### src/rtl/start_bit_validator_pkg.sv
// start_bit_validator_pkg: shared state type, idle line level and legal parameter bounds
package uart_rx_pkg;
  typedef enum logic [1:0] {SB_IDLE, SB_CHECK, SB_HOLD} sb_state_t;
  localparam logic LINE_IDLE = 1'b1;
  localparam int NUM_CH_MIN = 1;
  localparam int NUM_CH_MAX = 16;
  localparam int SYNC_MIN = 2;
  localparam int SYNC_MAX = 4;
  localparam int OS_MIN = 4;
  localparam int OS_MAX = 64;
endpackage

### src/rtl/start_bit_validator_if.sv
// start_bit_validator_if: pad-side inputs, re-arm handshake and per-channel status
// Ports: enable, tick (shared); serial_in, rearm, start_valid, false_start, busy (NUM_CH wide)
// master drives the inputs (downstream/test side), slave is the validator
interface start_bit_validator_if #(parameter int NUM_CH = 1);
  logic enable;
  logic tick;
  logic [NUM_CH-1:0] serial_in;
  logic [NUM_CH-1:0] rearm;
  logic [NUM_CH-1:0] start_valid;
  logic [NUM_CH-1:0] false_start;
  logic [NUM_CH-1:0] busy;
  modport master(output enable, tick, serial_in, rearm, input start_valid, false_start, busy);
  modport slave(input enable, tick, serial_in, rearm, output start_valid, false_start, busy);
endinterface

### src/rtl/start_bit_validator_ch.sv
// start_bit_ch: one channel - synchroniser, falling-edge detect, mid-bit check FSM
// Ports: clk, n_rst (async low), enable, tick, serial_in, rearm in; start_valid, false_start, busy out (registered)
// START_MAJ_FILTER_EN: decisions use a 2-of-3 majority of line over the last three clks
module start_bit_ch
  import uart_rx_pkg::*;
#(
  parameter int SYNC_STAGES = 2,
  parameter int OVERSAMPLE = 16,
  parameter int CNT_W = $clog2(OVERSAMPLE)
) (
  input  logic clk,
  input  logic n_rst,
  input  logic enable,
  input  logic tick,
  input  logic serial_in,
  input  logic rearm,
  output logic start_valid,
  output logic false_start,
  output logic busy
);
  localparam int HALF = OVERSAMPLE / 2;
  logic [SYNC_STAGES-1:0] sync;
  logic hist;
  logic line;
  logic fall;
  logic high;
  sb_state_t state;
  logic [CNT_W-1:0] cnt;
  assign line = sync[SYNC_STAGES-1];
  assign fall = hist & ~line;
  always_ff @(posedge clk or negedge n_rst) begin
    if (!n_rst) begin
      sync <= {SYNC_STAGES{LINE_IDLE}};
      hist <= LINE_IDLE;
    end else begin
      sync <= {sync[SYNC_STAGES-2:0], serial_in};
      hist <= line;
    end
  end
`ifdef START_MAJ_FILTER_EN
  // window = current line plus the two previous clk samples
  logic [1:0] win;
  always_ff @(posedge clk or negedge n_rst) begin
    if (!n_rst) win <= {2{LINE_IDLE}};
    else win <= {win[0], line};
  end
  assign high = (win[1] & win[0]) | (win[1] & line) | (win[0] & line);
`else
  assign high = line;
`endif
  always_ff @(posedge clk or negedge n_rst) begin
    if (!n_rst) begin
      state <= SB_IDLE;
      cnt <= '0;
      start_valid <= 1'b0;
      false_start <= 1'b0;
      busy <= 1'b0;
    end else begin
      start_valid <= 1'b0;
      false_start <= 1'b0;
      if (!enable) begin
        state <= SB_IDLE;
        cnt <= '0;
        busy <= 1'b0;
      end else begin
        case (state)
          SB_IDLE: if (fall) begin
            state <= SB_CHECK;
            cnt <= '0;
            busy <= 1'b1;
          end
          SB_CHECK: if (tick) begin
            if (high) begin
              false_start <= 1'b1;
              state <= SB_IDLE;
              busy <= 1'b0;
            end else if (cnt == CNT_W'(HALF - 1)) begin
              start_valid <= 1'b1;
              state <= SB_HOLD;
            end else cnt <= cnt + 1'b1;
          end
          SB_HOLD: if (rearm) begin
            state <= SB_IDLE;
            busy <= 1'b0;
          end
          default: begin
            state <= SB_IDLE;
            busy <= 1'b0;
          end
        endcase
      end
    end
  end
endmodule

### src/rtl/start_bit_validator.sv
// start_bit_validator: NUM_CH independent UART start-bit validators sharing tick and enable
// Ports: clk, n_rst (async active-low), bus (start_bit_validator_if.slave)
// Optional macro START_MAJ_FILTER_EN enables the 2-of-3 majority decision filter
module start_bit_validator
  import uart_rx_pkg::*;
#(
  parameter int NUM_CH = 1,
  parameter int SYNC_STAGES = 2,
  parameter int OVERSAMPLE = 16,
  parameter int CNT_W = $clog2(OVERSAMPLE)
) (
  input logic clk,
  input logic n_rst,
  start_bit_validator_if.slave bus
);
  initial begin
    if (NUM_CH < NUM_CH_MIN || NUM_CH > NUM_CH_MAX) $fatal(1, "NUM_CH out of range");
    if (SYNC_STAGES < SYNC_MIN || SYNC_STAGES > SYNC_MAX) $fatal(1, "SYNC_STAGES out of range");
    if (OVERSAMPLE < OS_MIN || OVERSAMPLE > OS_MAX || OVERSAMPLE % 2 != 0) $fatal(1, "OVERSAMPLE illegal");
  end
  always @(clk) assert (!$isunknown(clk)) else $warning("clk is X");
  always @(posedge clk) begin
    assert (!$isunknown(n_rst)) else $warning("n_rst is X");
    assert (!$isunknown(bus.tick)) else $warning("tick is X");
    assert (!$isunknown(bus.serial_in)) else $warning("serial_in is X");
  end
  for (genvar i = 0; i < NUM_CH; i++) begin : g_ch
    start_bit_ch #(.SYNC_STAGES(SYNC_STAGES), .OVERSAMPLE(OVERSAMPLE), .CNT_W(CNT_W)) u_ch (
      .clk(clk),
      .n_rst(n_rst),
      .enable(bus.enable),
      .tick(bus.tick),
      .serial_in(bus.serial_in[i]),
      .rearm(bus.rearm[i]),
      .start_valid(bus.start_valid[i]),
      .false_start(bus.false_start[i]),
      .busy(bus.busy[i])
    );
  end
endmodule

### src/flat_wrapper.sv
// flat-port wrapper written by rule: the top's interface ports become plain ports
module start_bit_validator_flat import uart_rx_pkg::*;
#(
  parameter int NUM_CH = 1,
  parameter int SYNC_STAGES = 2,
  parameter int OVERSAMPLE = 16,
  parameter int CNT_W = $clog2(OVERSAMPLE)
)
  (clk, n_rst, bus_enable, bus_tick, bus_serial_in, bus_rearm, bus_start_valid, bus_false_start, bus_busy);
  start_bit_validator_if #(.NUM_CH(NUM_CH)) bus_i ();
  input logic clk;
  input logic n_rst;
  input wire logic [$bits(bus_i.enable)-1:0] bus_enable;
  input wire logic [$bits(bus_i.tick)-1:0] bus_tick;
  input wire logic [$bits(bus_i.serial_in)-1:0] bus_serial_in;
  input wire logic [$bits(bus_i.rearm)-1:0] bus_rearm;
  output wire logic [$bits(bus_i.start_valid)-1:0] bus_start_valid;
  output wire logic [$bits(bus_i.false_start)-1:0] bus_false_start;
  output wire logic [$bits(bus_i.busy)-1:0] bus_busy;
  assign bus_i.enable = bus_enable;
  assign bus_i.tick = bus_tick;
  assign bus_i.serial_in = bus_serial_in;
  assign bus_i.rearm = bus_rearm;
  assign bus_start_valid = bus_i.start_valid;
  assign bus_false_start = bus_i.false_start;
  assign bus_busy = bus_i.busy;
  start_bit_validator #(.NUM_CH(NUM_CH), .SYNC_STAGES(SYNC_STAGES), .OVERSAMPLE(OVERSAMPLE), .CNT_W(CNT_W)) u_core (.clk(clk), .n_rst(n_rst), .bus(bus_i));
endmodule
### config.mk
export PLATFORM = sky130hd
export DESIGN_NAME = start_bit_validator_flat
export DESIGN_NICKNAME = d
export VERILOG_FILES = /design/src/rtl/start_bit_validator_pkg.sv /design/src/rtl/start_bit_validator_if.sv /design/src/rtl/start_bit_validator_ch.sv /design/src/rtl/start_bit_validator.sv /design/src/flat_wrapper.sv
export SDC_FILE = /design/constraint.sdc
export NUM_CORES = 1
export LEC_CHECK = 0
export ABC_AREA = 1
export BUFFER_PORTS_ARGS = -buffer_cell sky130_fd_sc_hd__buf_2
export CORE_MARGIN = 3
export CORE_UTILIZATION = 50
export CTS_CLUSTER_DIAMETER = 200
export CTS_CLUSTER_SIZE = 8
export DETAILED_ROUTE_END_ITERATION = 12
export GPL_TIMING_DRIVEN = 0
export HOLD_SLACK_MARGIN = 0.05
export PLACE_DENSITY = 0.71
export SYNTH_ARGS = -nofsm -noshare
export SYNTH_HDL_FRONTEND = slang
export SYNTH_SLANG_ARGS = --single-unit
### constraint.sdc
create_clock -name clk -period 1.9 [get_ports clk]
set_input_delay 0.19 -clock clk [delete_from_list [all_inputs] [get_ports clk]]
set_output_delay 0.19 -clock clk [all_outputs]
set_load 0.02 [all_outputs]
==> impl_metrics.yaml, run 1 <==
outcome:
  outcome: "complete, no violations"
critical_path:
  reg2reg_setup_slack_ns: 0.58
  critical_path_class: "reg2reg"
  startpoint_type: "flop"
  cp-endpoint: "u_core.g_ch[0].u_ch.cnt[0]$_DFFE_PN0P_"
  reg2reg_depth: 8
  cp_data_arrival_time_ns: 1.53
  critPathMaxFanout: 5
  end_kind: "flop"
  crit_start: "u_core.g_ch[0].u_ch.cnt[0]$_DFFE_PN0P_"
  r2r_start: "u_core.g_ch[0].u_ch.cnt[0]$_DFFE_PN0P_"
  r2r-end: "u_core.g_ch[0].u_ch.cnt[0]$_DFFE_PN0P_"
  crit_required_ns: 2.11
clocking:
  worstSkewPairLatency_ns: 0.27
  cts_resized: 0
  cts_sinks: 12
  clk_path_buf_depth: 2
  h-tree-depth: 1
  post_cts_buffers: 0
  cts_hold_buf: 2
  clk_pin_slew_worst_paths_ns: 0.07
  clock-root-buffer: "clkbuf_4"
  cts_buffers: 3
  cts_tree: "yes"
cells_and_area:
  diodes: 0
  multi_input_area_um2: 303
  final_cell_area_um2: 762
  register_area_um2: 304
  area_growth_pct: 17.6
  fill_cells: 114
  nets: 112
  drive_gt1_share_pct: 21.2
die:
  die_w_um: 42.0
  start_util_pct: 56.1
  core_mm2: 0.00116
  die_h_um: 42.0
  design.portCount: 9
  std_cell_rows: 12
  die_area_mm2: 0.00176
sta:
  setup_viol: 0
  tns_ns: 0
  slew_headroom_pct: 81.6
  worst_pin_slew_ns: 0.276
  hold_slack_ns: 0.197
  final_hold_viol_count: 0
  rsz0062_at_grt: "no"
  period_share_pct: 69.6
  period_needed_ns: 1.32
  worst_slack_ns: 0.577
  skew_ns: 0.00446
  timing.fmax_mhz: 756
  maxSlewViolCount: 0
synthesis:
  yosysWarnings: 0
  syn-num-nets: 97
  yosys_register_bits: 12
  synth_cell_types: 14
  syn-cell-area_um2: 648
  avgSynthCellArea_um2: 7.20
  syn_inst: 90
  seq_area_frac_synth_pct: 46.9
drt:
  drt_iter0_markers: 8
  drt-total-wl_um: 1230
  vias_per_cell: 4.93
  dr.pass1.iters: 3
  drt-wirelength-per-cell_um: 10.4
  drcViolationCount: 0
  antenna_left: 0
  dr_total_vias: 582
grt:
  overflow: 0
  grt_pass1_vias: 533
  grt_pass1_wl_um: 2170
  grt_max_degree: 13
  antenna_found_initial: 0
  grt_use_total_pct: 16.2
place:
  dp_hpwl_um: 969
  postPlaceCellArea_um2: 706
  place.gp.congestion: 0.802
  post-place-ws_ns: 0.596
  portBuffers: 8
hold_path:
  hold_start: "bus_tick"
  hold_path_class: "in2reg"
power_and_ir_drop:
  peakVddDrop_mv: 0.398
  leakagePower_nw: 0.433
  p_per_area_mw_per_mm2: 720
job:
  maxCapViolations: 0
per-stage QoR:
| step | util, % | instances | total power, W |
|---|---|---|---|
| floorplan | - | 90 | 0.000324 |
| global placement | 61.0 | 112 | 0.000349 |
| detailed placement | 61.0 | 112 | 0.000351 |
| CTS | 65.9 | 118 | 0.000560 |
| global route | 65.9 | 118 | 0.000582 |
| finish | 65.9 | 118 | 0.000549 |
registers in the layout (all words and copies together), names as in the netlist:
register and flops:
u_core.g_ch.u_ch.cnt 4, u_core.g_ch.u_ch.hist 1, u_core.g_ch.u_ch.start_valid 1, u_core.g_ch.u_ch.sync 2, u_core.g_ch.u_ch.false_start 1, u_core.g_ch.u_ch.state 2, u_core.g_ch.u_ch.busy 1
per-layer routing:
layer	vias up	wire (µm)	global-route usage, %
met5	-	0	0
met4	0	40	11.5
met3	6	56	5.15
met2	11	531	24.1
met1	258	599	19.6
li1	307	-	-
layout make-up:
type | count | share of cell area (%)
clock buffer | 4 | 4.76
inverter | 11 | 5.42
multi-input combinational | 67 | 39.7
sequential | 12 | 39.9
tap | 14 | 2.30
timing repair buffer | 10 | 7.88
cells in the final DEF (no fill, tap or decap), types with 3 or more instances in the layout:
cell      instances
dfstp_2           3
dfrtp_1           9
nand3_1           7
nand2_2           3
nand2_1          32
clkbuf_4          3
nor2_1           18
inv_1            10
buf_2             8
cells by family (layout without fill, tap and decap cells):
family	Yosys count	count (layout)	share of synthesized area [%]
buffers and inverters	11	25	6.37
AOI/OAI and AO/OA	1	1	0.966
adders and majority gates	1	1	1.93
and+or+nand+nor	65	65	43.8
DFF	12	12	46.9
Yosys cell counts:
library cell | n | area share (%)
dfrtp_1 | 9 | 35
dfstp_2 | 3 | 12
ha_1 | 1 | 1.9
inv_1 | 10 | 5.8
inv_2 | 1 | 0.58
nand2_1 | 32 | 19
nand2_2 | 3 | 2.9
nand3_1 | 7 | 5.4
nand4_1 | 2 | 1.9
nor2_1 | 18 | 10
nor2_2 | 1 | 0.97
nor2_4 | 1 | 1.7
nor3b_2 | 1 | 1.9
o22ai_1 | 1 | 0.97
worst max-delay path, cell delays in order, from the launching register on:
cell	delay, ns
dfrtp_1	0.43
ha_1	0.25
nand2_1	0.09
nor2_1	0.06
nand2_1	0.06
nand2_1	0.06
nor2_2	0.19
nand2_1	0.07
nand2_1	0.07
worst min path at each step:
| stage | slack (ns) | endpoint | depth (start not counted) |
|---|---|---|---|
| floorplan | -0.11 | u_core.g_ch[0].u_ch.busy$_DFFE_PN0P_ | 0 |
| global placement | 0.08 | u_core.g_ch[0].u_ch.state[1]$_DFFE_PN0P_ | 1 |
| detailed placement | 0.08 | u_core.g_ch[0].u_ch.state[1]$_DFFE_PN0P_ | 1 |
| CTS | 0.18 | u_core.g_ch[0].u_ch.false_start$_DFF_PN0_ | 3 |
| global route | 0.21 | u_core.g_ch[0].u_ch.state[1]$_DFFE_PN0P_ | 3 |
| finish | 0.20 | u_core.g_ch[0].u_ch.false_start$_DFF_PN0_ | 3 |
report_power, final:
part           total [W]  leakage [nW]  switching (W)  internal [W]
Clock           0.000200        0.0210      0.0000840      0.000116
Combinational  0.0000724         0.256      0.0000474     0.0000250
Sequential      0.000276         0.156     0.00000856      0.000267
Power figures use the tool's default switching activity.
==> run 2: changes to the inputs <==
--- a/config.mk
+++ b/config.mk
@@ -8,7 +8,7 @@
 export ABC_AREA = 1
 export BUFFER_PORTS_ARGS = -buffer_cell sky130_fd_sc_hd__buf_2
 export CORE_MARGIN = 3
-export CORE_UTILIZATION = 50
+export CORE_UTILIZATION = 48
 export CTS_CLUSTER_DIAMETER = 200
 export CTS_CLUSTER_SIZE = 8
 export DETAILED_ROUTE_END_ITERATION = 12
==> constraint.sdc (replaced) <==
create_clock -name clk -period 1.1 [get_ports clk]
set_input_delay 0.11 -clock clk [delete_from_list [all_inputs] [get_ports clk]]
set_output_delay 0.11 -clock clk [all_outputs]
set_load 0.02 [all_outputs]
==> impl_metrics.yaml, run 2 (synthesis results as in run 1) <==
clocking:
  clock-root-buffer: "clkbuf_4"
  worstSkewPairLatency_ns: 0.28
  h-tree-depth: 1
  cts_sinks: 12
  cts_tree: "yes"
  cts_buffers: 3
  clk_pin_slew_worst_paths_ns: 0.08
  clk_path_buf_depth: 2
critical_path:
  critPathMaxFanout: 5
  reg2reg_depth: 7
  end_kind: "flop"
  crit_start: "u_core.g_ch[0].u_ch.state[0]$_DFFE_PN0P_"
  startpoint_type: "flop"
  critical_path_class: "reg2reg"
  cp-endpoint: "u_core.g_ch[0].u_ch.cnt[3]$_DFFE_PN0P_"
  crit_required_ns: 1.32
  r2r-end: "u_core.g_ch[0].u_ch.cnt[3]$_DFFE_PN0P_"
  cp_data_arrival_time_ns: 1.48
  reg2reg_setup_slack_ns: -0.16
  r2r_start: "u_core.g_ch[0].u_ch.state[0]$_DFFE_PN0P_"
drt:
  antenna_left: 0
  drt-wirelength-per-cell_um: 14.1
  dr_total_vias: 678
  drcViolationCount: 0
  drt_iter0_markers: 24
  drt-total-wl_um: 1790
  vias_per_cell: 5.34
  dr.pass1.iters: 4
outcome:
  outcome: "finished with violations"
  violations: "negative setup slack"
die:
  start_util_pct: 54.6
  design.portCount: 9
  die_area_mm2: 0.00183
  std_cell_rows: 12
  die_h_um: 42.7
  die_w_um: 42.7
  core_mm2: 0.00119
sta:
  worst_pin_slew_ns: 0.277
  setup_viol: 7
  period_share_pct: 115
  timing.fmax_mhz: 794
  period_needed_ns: 1.26
  rsz0062_at_grt: "yes"
  worst_slack_ns: -0.160
  maxSlewViolCount: 0
  slew_headroom_pct: 81.6
  skew_ns: 0.00416
  final_hold_viol_count: 0
cells_and_area:
  final_cell_area_um2: 961
  nets: 121
  area_growth_pct: 48.3
  reg_top3: "u_core.g_ch.u_ch.cnt (4), u_core.g_ch.u_ch.state (2), u_core.g_ch.u_ch.sync (2)"
  top_register: "u_core.g_ch.u_ch.cnt"
  diodes: 0
  largest_register_ffs: 4
  final_cell_mix: "nand2_1, nor2_1, nand2_2, inv_1, buf_2"
  final_common_cell: "nand2_1"
  drive_gt1_share_pct: 50.4
  fin_util_pct: 81.0
power_and_ir_drop:
  peakVddDrop_mv: 0.732
  p_per_area_mw_per_mm2: 1080
  leakagePower_nw: 0.520
grt:
  grt_pass1_vias: 551
  antenna_found_initial: 0
  grt_use_total_pct: 16.0
  grt_max_degree: 13
  grt_pass1_wl_um: 2150
  overflow: 0
place:
  portBuffers: 8
  dp_hpwl_um: 917
  postPlaceCellArea_um2: 708
  place.gp.congestion: 0.825
hold_path:
  hold_start: "bus_tick"
  hold_path_depth: 3
  hold_path_class: "in2reg"
job:
  maxCapViolations: 0
run 2: cell types whose count changed in the layout (fill, tap and decap cells not counted), moves of 3 or more:
cell / before / now
nand2_1: 32 / 23
buf_4: 0 / 7
nand3_1: 7 / 3
nand3_2: 0 / 4
nand2_4: 0 / 3
nor2_1: 18 / 11
nand2_2: 3 / 9
nor2_4: 1 / 6
run 2: layout make-up:
class	count	area (µm²)
clock buffer	4	36.3
inverter	11	43.8
multi-input combinational	67	422
fill	72	225
tap	14	17.5
timing repair buffer	19	135
sequential	12	307
run 2: metal layers:
metal	vias up	GRT usage (%)	part of all wire [%]
met5	-	0	0
met4	0	9.32	1.5
met3	6	4.24	5.0
met2	27	25.7	52
met1	319	18.7	41
li1	326	-	-
run 2: timing repair:
action | in CTS | in global routing
hold buffers | 2 | 0
setup endpoints to repair | 8 | 8
gates resized for setup | 12 | 25
pin swaps | 12 | 18
endpoints found under the hold margin | 13 | 0
buffers inserted | 6 | 3
gates cloned | 0 | 0
run 2: worst min path at each step:
stage | to | slack (ns)
floorplan | u_core.g_ch[0].u_ch.busy$_DFFE_PN0P_ | -0.19
global placement | u_core.g_ch[0].u_ch.state[1]$_DFFE_PN0P_ | -0.003
detailed placement | u_core.g_ch[0].u_ch.false_start$_DFF_PN0_ | -0.0005
CTS | u_core.g_ch[0].u_ch.false_start$_DFF_PN0_ | 0.08
global route | u_core.g_ch[0].u_ch.state[1]$_DFFE_PN0P_ | 0.11
finish | u_core.g_ch[0].u_ch.false_start$_DFF_PN0_ | 0.11
run 2: metrics by stage:
step	hold WS, ns	setup WS (ns)	cells	setup TNS (ns)	total power (W)
after global routing	0.110	-0.234	127	-1.35	0.00108
final	0.113	-0.160	127	-0.805	0.00104
after floorplan	-0.186	-0.0100	90	-0.0396	0.000560
after global placement	-0.00265	-0.132	112	-0.663	0.000602
after detailed placement	-0.000454	-0.135	112	-0.659	0.000603
after CTS	0.0826	-0.0699	124	-0.301	0.000989
run 2: power by group:
group / internal [W] / switching [W]
Clock: 0.000201 / 0.000160
Combinational: 0.0000801 / 0.000118
Sequential: 0.000463 / 0.0000157
Total: 0.000744 / 0.000294
run 2: critical path, cell delays in order (launching register included):
cell and delay [ns]:
dfrtp_2 0.47, nor2_1 0.21, nand2_1 0.12, nor2_1 0.13, nor2_1 0.06, nand2_2 0.08, nand2_1 0.06, nand2_1 0.07
